`config.mk`:
```
export PLATFORM = sky130hd
export DESIGN_NAME = serial_tx_shifter
export DESIGN_NICKNAME = d
export VERILOG_FILES = /design/src/rtl/serial_tx_shifter.sv
export SDC_FILE = /design/constraint.sdc
export NUM_CORES = 1
export LEC_CHECK = 0
export CELL_PAD_IN_SITES_DETAIL_PLACEMENT = 0
export CELL_PAD_IN_SITES_GLOBAL_PLACEMENT = 1
export CORE_MARGIN = 2
export CORE_UTILIZATION = 52
export DETAILED_ROUTE_END_ITERATION = 10
export DONT_BUFFER_PORTS = 1
export GPL_ROUTABILITY_DRIVEN = 0
export PLACE_DENSITY_LB_ADDON = 0.05
export SKIP_CTS_REPAIR_TIMING = 1
export SYNTH_ARGS = -nofsm -noshare
export SYNTH_HDL_FRONTEND = slang
export SYNTH_SLANG_ARGS = --single-unit
```
`constraint.sdc`:
```
create_clock -name clk -period 4.26 [get_ports clk]
set_input_delay 0.426 -clock clk [delete_from_list [all_inputs] [get_ports clk]]
set_output_delay 0.426 -clock clk [all_outputs]
set_load 0.005 [all_outputs]
```
`src/rtl/serial_tx_shifter.sv`:
```
`default_nettype none
// ============================================================================
// Module      : serial_tx_shifter
// Description : Parallel-in, serial-out frame transmitter. Accepts a WIDTH-bit
//               word over a valid/ready handshake and sends it as
//               start(0) + WIDTH data bits LSB-first + stop(1), with each
//               symbol held for CLKS_PER_BIT clocks. ser_out, busy and done
//               are registered; in_ready is decoded from the state register.
// Revision    : 1.0 - initial release
// ============================================================================
module serial_tx_shifter #(
  parameter int WIDTH        = 8,
  parameter int CLKS_PER_BIT = 4
) (
  input  logic             clk,
  input  logic             rst_n,
  input  logic [WIDTH-1:0] in_data,
  input  logic             in_valid,
  output logic             in_ready,
  output logic             ser_out,
  output logic             busy,
  output logic             done
);

  // Counter widths never collapse to zero bits, even for 1-clock bits or
  // 1-bit words.
  localparam int CW = (CLKS_PER_BIT > 1) ? $clog2(CLKS_PER_BIT) : 1;
  localparam int IW = (WIDTH > 1) ? $clog2(WIDTH) : 1;

  localparam logic [CW-1:0] C_CNT_MAX = CW'(CLKS_PER_BIT - 1);
  localparam logic [IW-1:0] C_IDX_MAX = IW'(WIDTH - 1);

  localparam logic [1:0] S_IDLE  = 2'd0;
  localparam logic [1:0] S_START = 2'd1;
  localparam logic [1:0] S_DATA  = 2'd2;
  localparam logic [1:0] S_STOP  = 2'd3;

  logic [1:0]       r_state;
  logic [1:0]       w_state_nxt;
  logic [CW-1:0]    r_cnt;
  logic [CW-1:0]    w_cnt_nxt;
  logic [IW-1:0]    r_idx;
  logic [IW-1:0]    w_idx_nxt;
  logic [WIDTH-1:0] r_shreg;
  logic [WIDTH-1:0] w_shreg_nxt;
  logic [WIDTH-1:0] w_shifted;
  logic             r_ser;
  logic             w_ser_nxt;
  logic             r_busy;
  logic             w_busy_nxt;
  logic             r_done;
  logic             w_done_nxt;

  logic             w_accept;
  logic             w_bit_end;
  logic             w_last_bit;

  // Handshake and bit-timing decodes shared by the next-state and output logic.
  assign in_ready   = (r_state == S_IDLE);
  assign w_accept   = in_valid && in_ready;
  assign w_bit_end  = (r_cnt == C_CNT_MAX);
  assign w_last_bit = (r_idx == C_IDX_MAX);

  // Right-shift of the word; a 1-bit word has nothing left to shift in.
  generate
    if (WIDTH > 1) begin : g_shift_wide
      assign w_shifted = {1'b0, r_shreg[WIDTH-1:1]};
    end else begin : g_shift_single
      assign w_shifted = '0;
    end
  endgenerate

  // State register: asynchronous reset abandons any frame in flight.
  always_ff @(posedge clk or negedge rst_n) begin
    if (!rst_n) begin
      r_state <= S_IDLE;
    end else begin
      r_state <= w_state_nxt;
    end
  end

  // Next-state logic: each non-idle state advances only at a bit boundary.
  always_comb begin
    w_state_nxt = r_state;
    case (r_state)
      S_IDLE: begin
        if (w_accept) begin
          w_state_nxt = S_START;
        end
      end
      S_START: begin
        if (w_bit_end) begin
          w_state_nxt = S_DATA;
        end
      end
      S_DATA: begin
        if (w_bit_end && w_last_bit) begin
          w_state_nxt = S_STOP;
        end
      end
      S_STOP: begin
        if (w_bit_end) begin
          w_state_nxt = S_IDLE;
        end
      end
      default: begin
        w_state_nxt = S_IDLE;
      end
    endcase
  end

  // Output/datapath logic: computes the next value of every registered output
  // so the line changes on the same edge as the state that owns the symbol.
  always_comb begin
    w_ser_nxt   = r_ser;
    w_busy_nxt  = r_busy;
    w_done_nxt  = 1'b0;
    w_cnt_nxt   = r_cnt;
    w_idx_nxt   = r_idx;
    w_shreg_nxt = r_shreg;
    case (r_state)
      S_IDLE: begin
        w_ser_nxt  = 1'b1;
        w_busy_nxt = 1'b0;
        w_cnt_nxt  = '0;
        w_idx_nxt  = '0;
        if (w_accept) begin
          // The word is captured here and never sampled again this frame.
          w_shreg_nxt = in_data;
          w_ser_nxt   = 1'b0;
          w_busy_nxt  = 1'b1;
        end
      end
      S_START: begin
        if (w_bit_end) begin
          w_cnt_nxt = '0;
          w_idx_nxt = '0;
          w_ser_nxt = r_shreg[0];
        end else begin
          w_cnt_nxt = r_cnt + 1'b1;
        end
      end
      S_DATA: begin
        if (w_bit_end) begin
          w_cnt_nxt = '0;
          if (w_last_bit) begin
            w_ser_nxt = 1'b1;
          end else begin
            w_idx_nxt   = r_idx + 1'b1;
            w_shreg_nxt = w_shifted;
            w_ser_nxt   = w_shifted[0];
          end
        end else begin
          w_cnt_nxt = r_cnt + 1'b1;
        end
      end
      S_STOP: begin
        if (w_bit_end) begin
          w_cnt_nxt  = '0;
          w_ser_nxt  = 1'b1;
          w_busy_nxt = 1'b0;
          w_done_nxt = 1'b1;
        end else begin
          w_cnt_nxt = r_cnt + 1'b1;
        end
      end
      default: begin
        w_ser_nxt  = 1'b1;
        w_busy_nxt = 1'b0;
        w_cnt_nxt  = '0;
        w_idx_nxt  = '0;
      end
    endcase
  end

  // Datapath and output registers: reset drives the line to its idle level.
  always_ff @(posedge clk or negedge rst_n) begin
    if (!rst_n) begin
      r_cnt   <= '0;
      r_idx   <= '0;
      r_shreg <= '0;
      r_ser   <= 1'b1;
      r_busy  <= 1'b0;
      r_done  <= 1'b0;
    end else begin
      r_cnt   <= w_cnt_nxt;
      r_idx   <= w_idx_nxt;
      r_shreg <= w_shreg_nxt;
      r_ser   <= w_ser_nxt;
      r_busy  <= w_busy_nxt;
      r_done  <= w_done_nxt;
    end
  end

  assign ser_out = r_ser;
  assign busy    = r_busy;
  assign done    = r_done;

endmodule
`default_nettype wire

```
==> run metrics, run 1 <==
synth cell count leaders=17 x dfrtp_1, 17 x mux2_2, 8 x ha_1; RSZ-0062 raised after global routing=false; clock root buffer=clkbuf_4; ys flop type=dfrtp_1; Seq cells post-synth=18; pre-CTS setup slack=approximately 2100 ps; initial antenna violation count=0; P_int=0.000497 W; largest area contributor in the netlist=dfrtp_1; gr usage total=16.5%; final hold violations=0; Antenna Nets Post-Route=0; top cell type's share of synthesized area=43.9%; synth top area cells=dfrtp_1 44%, mux2_2 20%, ha_1 10%; CP endpoint kind=flip-flop; Reg power frac=a little under two fifths; Vias=589; Synth async-reset ratio=100%; fmax=456 MHz; Worst Path Buf+Inv=1; Reg clk slew, reported paths=90 ps; combinational share of power=51.1%; Nets=102; power density cells=769 nW/um2; diode count=0; Synth Cell Area=about 970 um2; CTS max path bufs=2; setup_tns=0 ps; I/O Buffers=0; fin crit share=between 50% and 60%; H-tree depth=1; drt wl/cell=14.4 um; share of layout cells above drive strength 1=26.8%; Synth Area in XOR/XNOR=0%; Tot Pwr=0.000785 W; total die area=2220 um2; Initial Util=55.5%; post-route setup slack=2070 ps; CTS tree=built; adder-cell share of the synthesized area=10.3%; # IOs=15; setup slack, reg-to-reg=2070 ps; Max Slew Vio Count=0; max-slew headroom at the worst pin=46.2%; reg-to-reg endpoint=r_shreg[1]; Sw Ratio=a little under two fifths; Mapped Nets=99; Layout area overhead=5.43%; CTS Sinks=18; hpwl dp=1160 um; synthesized instance count=80; skew final=1.39 ps; DRT Pass-1 Iters=4; status=complete, no violations; TritonCTS buffer count=3; Core Area=1750 um2; worst ir drop on vdd=around 430 uV; vias in the first global route=562; Die Wd=47.2 um; post-route minimum period=2190 ps; r2r startpoint=r_state[0]; Max-cap violations=0; HP Class=in -> reg; synth warn=0; standard-cell rows=15; Startpoint Class=flip-flop; number of flops mapped to enable cells by yosys=0; Clock Power Share=between 10% and 20%; Worst EP arrival=2370 ps; final WL=1540 um; slowest cell on the critical path=ha_1; Leak=0.474 nW; R2R depth=5; Unique masters post-synth=26; Hold EP=r_shreg[7]; critical path's largest stage delay=570 ps; main combinational cell family by area after synthesis=multiplexers; DRC viols=0; Cell Chain, Critical Path=inv_1 -> ha_1 -> nor2_1 -> a211oi_4 -> mux2_2; largest net degree at the start of global routing=19; clk_lat worst skew=280 ps; Worst Path Max Fanout=15; hold path cells=2; Slew @ Worst Pin=a little over 800 ps; initial DRC count=5; CP top delay family=adder cells; Compound-Gate Fraction of Synth Area=around a tenth; Psw=0.000288 W; simple-gate area share of the yosys netlist=9.56%; WHS=321 ps; Critical Path RT=about 4400 ps; syn avg cell area=12.1 um2; Crit Path Category=reg -> reg; setup violators final=0; post-synthesis mux area share=20.8%; first-pass GRT wire length=2490 um; hold path start=in_data[7]; via/cell ratio=5.50; die height=47.2 um; sequential share of the synthesized area=46.6%; GRT Residual Overflow=0
-- per-stage QoR --
step                      cell area, um2  instances  utilization, %
after floorplan                      968         80               -
after global placement               985        102            56.4
after detailed placement             985        102            56.4
after CTS                           1010        106            57.9
after global routing                1020        107            58.5
final                               1020        107            58.5
-- power by group through the flow --
stage | combinational (W) | sequential (W) | clock (W)
2_1_floorplan | 0.000344 | 0.000289 | 0
3_3_place_gp | 0.000391 | 0.000300 | 0
3_5_place_dp | 0.000400 | 0.000303 | 0
4_1_cts | 0.000401 | 0.000299 | 0.0000896
5_1_grt | 0.000444 | 0.000309 | 0.0000950
6_report | 0.000401 | 0.000299 | 0.0000848
-- cells in the final DEF, fill, tap and decap left out, types with 2 or more instances in the layout --
| cell type | netlist | layout |
|---|---|---|
| dfrtp_1 | 17 | 17 |
| nor3_1 | 2 | 2 |
| and3_1 | 2 | 2 |
| nor2b_1 | 2 | 2 |
| inv_1 | 4 | 4 |
| nand2b_1 | 3 | 3 |
| mux2_2 | 17 | 17 |
| clkbuf_4 | 0 | 3 |
| nor2_1 | 4 | 4 |
| o21ai_0 | 3 | 3 |
| a21o_1 | 2 | 2 |
| ha_1 | 8 | 8 |
-- cells by family (layout without fill, tap and decap cells) --
logic type,after synthesis,count (layout)
muxes,18,18
buffers and inverters,7,9
adders and majority gates,8,8
AOI/OAI and AO/OA,12,12
and+or+nand+nor,17,17
DFF,18,18
-- worst reg2reg max path, stage by stage, from the launching register on --
cell      delay (ps)
dfrtp_1          420
inv_1            120
ha_1             570
nor2_1           180
a211oi_4         410
mux2_2           390
-- state kept, by name, summed over array words and instances (netlist names) --
signal,cells
r_shreg,8
r_idx,3
r_cnt,2
r_state,2
busy,1
done,1
ser_out,1
-- worst max path at each step --
stage                 endpoint  depth (start not counted)        from
floorplan           r_shreg[0]                          6  r_state[0]
global placement    r_shreg[4]                          5  r_state[0]
detailed placement  r_shreg[1]                          5  r_state[0]
CTS                 r_shreg[1]                          5  r_state[0]
global route        r_shreg[1]                          5  r_state[0]
finish              r_shreg[1]                          5  r_state[0]
-- final cells by class --
| type | count | area (um2) |
|---|---|---|
| fill | 163 | 724 |
| multi-input combinational | 55 | 487 |
| sequential | 18 | 452 |
| inverter | 4 | 15.0 |
| timing repair buffer | 1 | 10.0 |
| clock buffer | 4 | 26.3 |
| tap | 25 | 31.3 |
-- layer usage --
| layer | vias to the layer above | GRT usage [%] | wire length (um) |
|---|---|---|---|
| li1 | 288 | - | - |
| met1 | 290 | 21.5 | 751 |
| met2 | 7 | 25.5 | 713 |
| met3 | 4 | 3.85 | 48 |
| met4 | 0 | 8.33 | 23 |
| met5 | - | 0 | 0 |
No activity file was read; power rests on OpenSTA's default activity.
==> run 2, diff against run 1 <==
--- a/config.mk
+++ b/config.mk
@@ -8,7 +8,7 @@
 export CELL_PAD_IN_SITES_DETAIL_PLACEMENT = 0
 export CELL_PAD_IN_SITES_GLOBAL_PLACEMENT = 1
 export CORE_MARGIN = 2
-export CORE_UTILIZATION = 52
+export CORE_UTILIZATION = 48
 export DETAILED_ROUTE_END_ITERATION = 10
 export DONT_BUFFER_PORTS = 1
 export GPL_ROUTABILITY_DRIVEN = 0
==> constraint.sdc (replaced) <==
create_clock -name clk -period 2.05 [get_ports clk]
set_input_delay 0.205 -clock clk [delete_from_list [all_inputs] [get_ports clk]]
set_output_delay 0.205 -clock clk [all_outputs]
set_load 0.005 [all_outputs]
==> run 2 against run 1 <==
Effect of this change:
- core utilization fell by 4.1 points
- hold slack got worse by 220 ps
- non-clock buffer count increased by 3
- setup slack lost 2000 ps
- sequential power grew 110%
- maximum frequency rose by 12%
- flip-flop and latch count unchanged
- critical path depth is the same
- routed wire length is 1.4% higher
- sequential share of layout area fell by 1.1 points
- power is 110% higher
- critical endpoint is now r_shreg[6]
- final area rose by 2.5%
==> run metrics, run 2 (same netlist as run 1, synthesis figures left out) <==
Max Slew Vio Count=0 (unchanged); status=complete, no violations; largest net degree at the start of global routing=19 (unchanged); max reg flops=8 (unchanged); hold path cells=2 (unchanged); HP Class=in -> reg; setup violators final=0 (unchanged); vias in the first global route=637 (+13%); Crit Path Category=reg -> reg; H-tree depth=1 (unchanged); setup_tns=0 ps (unchanged); Worst EP arrival=2130 ps (-240 ps); power density cells=1600 nW/um2 (+110%); Antenna Nets Post-Route=0 (unchanged); CTS tree=built; first-pass GRT wire length=2830 um (+14%); GRT Residual Overflow=0 (unchanged); DRT Pass-1 Iters=4 (unchanged); DRC viols=0 (unchanged); # IOs=15 (unchanged); clk_lat worst skew=290 ps (about the same); initial DRC count=9 (+4); standard-cell rows=16 (+1); biggest regs=r_shreg: 8 flops, r_idx: 3 flops; RSZ-0062 raised after global routing=false; via/cell ratio=5.15 (-6.4%); CP endpoint kind=flip-flop; die height=48.9 um (+3.7%); CTS Sinks=18 (unchanged); Core Area=1920 um2 (+10%); max-slew headroom at the worst pin=46.4% (+0.20 points); fmax=513 MHz (+12%); R2R depth=5 (unchanged); total die area=2390 um2 (+7.6%); r2r startpoint=r_idx[0]; Critical Path Start=r_idx[0]; drt wl/cell=13.9 um (-3.2%); post-route setup slack=101 ps (-1970 ps); Reg clk slew, reported paths=100 ps (about the same); hpwl dp=1210 um (+4.6%); Max-cap violations=0 (unchanged); diode count=0 (unchanged); Layout area overhead=8.01%; Slew @ Worst Pin=801 ps (-3.02 ps); Die Wd=48.9 um (+3.7%); Largest Register=r_shreg; final hold violations=0 (unchanged); post-route minimum period=1950 ps (-243 ps); worst ir drop on vdd=808 uV (+86%); Nets=105 (+2.9%); gr usage total=15.2% (-1.3 points); Hold EP=r_shreg[7]; setup slack, reg-to-reg=100 ps (-1970 ps); Worst Path Max Fanout=8 (-7); skew final=6.57 ps (+5.18 ps); pre-CTS setup slack=102 ps (-1970 ps); Vias=577 (-2.0%); post-layout util=54.4% (-4.1 points); Initial Util=50.4% (-5.1 points); hold path start=in_data[7]; fin crit share=95.1% (+44 points); TritonCTS buffer count=3 (unchanged); initial antenna violation count=0 (unchanged); CTS max path bufs=2 (unchanged); Startpoint Class=flip-flop; final WL=1560 um (+1.4%); I/O Buffers=0 (unchanged); share of layout cells above drive strength 1=29.4% (+2.6 points); Critical Path RT=2230 ps (-2210 ps); clock root buffer=clkbuf_4; reg-to-reg endpoint=r_shreg[6]; commonest non-fill, non-tap cells in the layout=17 x mux2_2, 17 x dfrtp_1, 8 x ha_1; Leak=0.489 nW (+3.2%)
-- run 2: worst max path at each step --
stage / to / slack (ps) / cells after the start
after global routing: r_shreg[0] / 1 / 5
after floorplan: r_shreg[0] / 230 / 6
after detailed placement: r_shreg[5] / 100 / 5
after global placement: r_shreg[6] / 120 / 5
after CTS: r_shreg[6] / 90 / 5
final: r_shreg[6] / 100 / 5
-- run 2: area by class of cell --
cell class,count,area (um2)
multi-input cells,55,487
fillers,197,876
well taps,27,33.8
repair buffers,4,32.5
flip-flops and latches,18,452
clock buffers,4,26.3
inverters,4,15.0
-- run 2: worst max-delay path: stages (launching register included) --
cell,delay [ps]
dfrtp_1,400
ha_1,200
ha_1,220
nand2b_1,190
a211oi_4,450
mux2_2,390
-- run 2: where the power goes --
group | internal (W) | switching (W) | total, W | leakage [nW]
Clock | 0.0000755 | 0.000102 | 0.000177 | 0.0150
Sequential | 0.000524 | 0.0000947 | 0.000619 | 0.221
Combinational | 0.000474 | 0.000404 | 0.000878 | 0.253
-- run 2: through the flow --
stage | instance area [um2] | instances | hold slack, ps | power (W)
2_1_floorplan | 968 | 80 | -90.6 | 0.00132
3_3_place_gp | 1010 | 107 | -90.3 | 0.00150
3_5_place_dp | 1010 | 107 | -90.3 | 0.00151
4_1_cts | 1040 | 111 | -416 | 0.00169
5_1_grt | 1050 | 112 | 123 | 0.00184
6_report | 1050 | 112 | 101 | 0.00167
-- run 2: per-layer routing --
metal / up-vias / track usage (%) / part of all wire (%)
met5: - / 0 / 0
met4: 0 / 7.14 / 0.90
li1: 291 / - / -
met3: 2 / 2.15 / 2.2
met2: 6 / 24.2 / 49
met1: 278 / 20.4 / 48
==> run 3, diff against run 2 <==
--- a/config.mk
+++ b/config.mk
@@ -7,11 +7,13 @@
 export LEC_CHECK = 0
 export CELL_PAD_IN_SITES_DETAIL_PLACEMENT = 0
 export CELL_PAD_IN_SITES_GLOBAL_PLACEMENT = 1
+export CORE_ASPECT_RATIO = 1.2
 export CORE_MARGIN = 2
 export CORE_UTILIZATION = 48
 export DETAILED_ROUTE_END_ITERATION = 10
 export DONT_BUFFER_PORTS = 1
 export GPL_ROUTABILITY_DRIVEN = 0
+export HOLD_SLACK_MARGIN = 0.06
 export PLACE_DENSITY_LB_ADDON = 0.05
 export SKIP_CTS_REPAIR_TIMING = 1
 export SYNTH_ARGS = -nofsm -noshare
==> run 3 against run 2 <==
Effect of this change:
- via count rose by 4.0%
- global-route usage rose by 1.6 points
- sequential share of layout area did not move
- power rose by 1.4%
- clock skew fell by 2.1 ps
- critical path type unchanged
==> run metrics, run 3 (same netlist as run 1, synthesis figures left out) <==
status=complete, no violations; vias in the first global route=643 (+0.94%); Slew @ Worst Pin=817 ps (+15.6 ps); TritonCTS buffer count=3 (unchanged); diode count=0 (unchanged); # IOs=15 (unchanged); post-route minimum period=1920 ps (-26.8 ps); gr usage total=16.7% (+1.6 points); layer with the highest usage=met2; met2 usage=27.1% (+2.9 points); final WL=1600 um (+3.0%); Nets=106 (+0.95%); Crit Path Category=reg -> reg; # placed instances=100 (-6.5%); clk_lat worst skew=280 ps (about the same); first-pass GRT wire length=2820 um (-0.25%); drt wl/cell=15.3 um (+9.9%); RSZ-0062 raised after global routing=false; Worst EP arrival=2100 ps (-30 ps); Antenna Nets Post-Route=0 (unchanged); via/cell ratio=5.71 (+11%); Startpoint Class=flip-flop; standard-cell rows=17 (+1); CTS Sinks=18 (unchanged); GRT met3 Usage=2.05% (-0.099 points); setup_tns=0 ps (unchanged); fin crit share=93.8% (-1.3 points); Vias=600 (+4.0%); Worst Path Max Fanout=8 (unchanged); DRT Pass-1 Iters=3 (-1); met1 Track Usage GR=21.4% (+1.0 points); HP Class=in -> reg; H-tree depth=1 (unchanged); die height=53.2 um (+8.8%); skew final=4.47 ps (-2.10 ps); power density cells=1620 nW/um2 (+1.4%); I/O Buffers=0 (unchanged); Layout area overhead=8.01% (unchanged); CP most frequent cell=ha_1; Final Instance Count excl. Fillers=105 (-6.3%); post-route setup slack=128 ps (+26.8 ps); Leak=0.492 nW (+0.68%); slowest cell on the critical path=a211oi_4; CP top delay family=compound AO/OA/AOI/OAI gates; GRT Residual Overflow=0 (unchanged); Reg clk slew, reported paths=100 ps (about the same); Largest Register=r_shreg; largest net degree at the start of global routing=19 (unchanged); CP endpoint kind=flip-flop; CTS tree=built; biggest regs=r_shreg: 8 flops, r_idx: 3 flops; share of layout cells above drive strength 1=31.4% (+2.0 points); Core Area=1870 um2 (-2.6%); max reg flops=8 (unchanged); setup violators final=0 (unchanged); Max-cap violations=0 (unchanged); Cell Chain, Critical Path=ha_1 -> ha_1 -> nand2b_1 -> a211oi_4 -> mux2_2; fmax=520 MHz (+1.4%); Initial Util=51.7% (+1.3 points); Die Wd=45.0 um (-8.0%); Critical Path RT=2230 ps (about the same); pre-CTS setup slack=53.5 ps (-48.5 ps); hpwl dp=1220 um (+0.93%); critical path's largest stage delay=440 ps (about the same); worst ir drop on vdd=835 uV (+3.3%); total die area=2390 um2 (about the same); max-slew headroom at the worst pin=45.4% (-1.0 points); initial antenna violation count=0 (unchanged); final hold violations=0 (unchanged); clock root buffer=clkbuf_4; Max Slew Vio Count=0 (unchanged); initial DRC count=4 (-5); commonest non-fill, non-tap cells in the layout=17 x mux2_2, 17 x dfrtp_1, 7 x ha_1; Worst Path Buf+Inv=0 (unchanged); WHS=110 ps (+8.76 ps); CTS max path bufs=2 (unchanged); DRC viols=0 (unchanged)
-- run 3: cell types whose count changed in the layout (fill, tap and decap cells not counted) --
cell and change:
buf_4 +1, ha_1 -1, ha_2 +1
-- run 3: layout make-up --
class	instances	area (um2)
Fill cell	171	826
Multi-Input combinational cell	55	489
Sequential cell	18	452
Timing Repair Buffer	5	40.0
Clock buffer	4	26.3
Tap cell	19	23.8
Inverter	4	15.0
-- run 3: layer usage --
metal | wire length (um) | part of all wire (%) | up-vias
li1 | - | - | 293
met1 | 721 | 45 | 299
met2 | 821 | 51 | 6
met3 | 45 | 2.8 | 2
met4 | 16 | 1.0 | 0
met5 | 0 | 0 | -
-- run 3: final timing paths --
kind | to | cells after the start | slack (ps) | startpoint
setup / recovery | r_shreg[0] | 5 | 130 | r_idx[0]
hold / removal | r_shreg[7] | 2 | 110 | in_data[7]
setup reg to reg | r_shreg[0] | 5 | 130 | r_idx[0]
hold reg to reg | r_cnt[0] | 1 | 440 | r_cnt[0]
max in group asynchronous | r_cnt[0] | 1 | 1090 | rst_n
min in group asynchronous | r_shreg[6] | 1 | 450 | rst_n
-- run 3: metrics by stage --
stage	area, um2	power, W	util, %
after floorplan	968	0.00132	-
after global placement	1010	0.00152	53.8
after detailed placement	1010	0.00153	53.8
after CTS	1030	0.00172	55.2
after global routing	1050	0.00187	55.9
final	1050	0.00170	55.9
-- run 3: power breakdown --
part           switching, W  internal [W]  total, W
Sequential        0.0000956      0.000524  0.000620
Clock              0.000101     0.0000754  0.000177
Combinational      0.000410      0.000492  0.000902
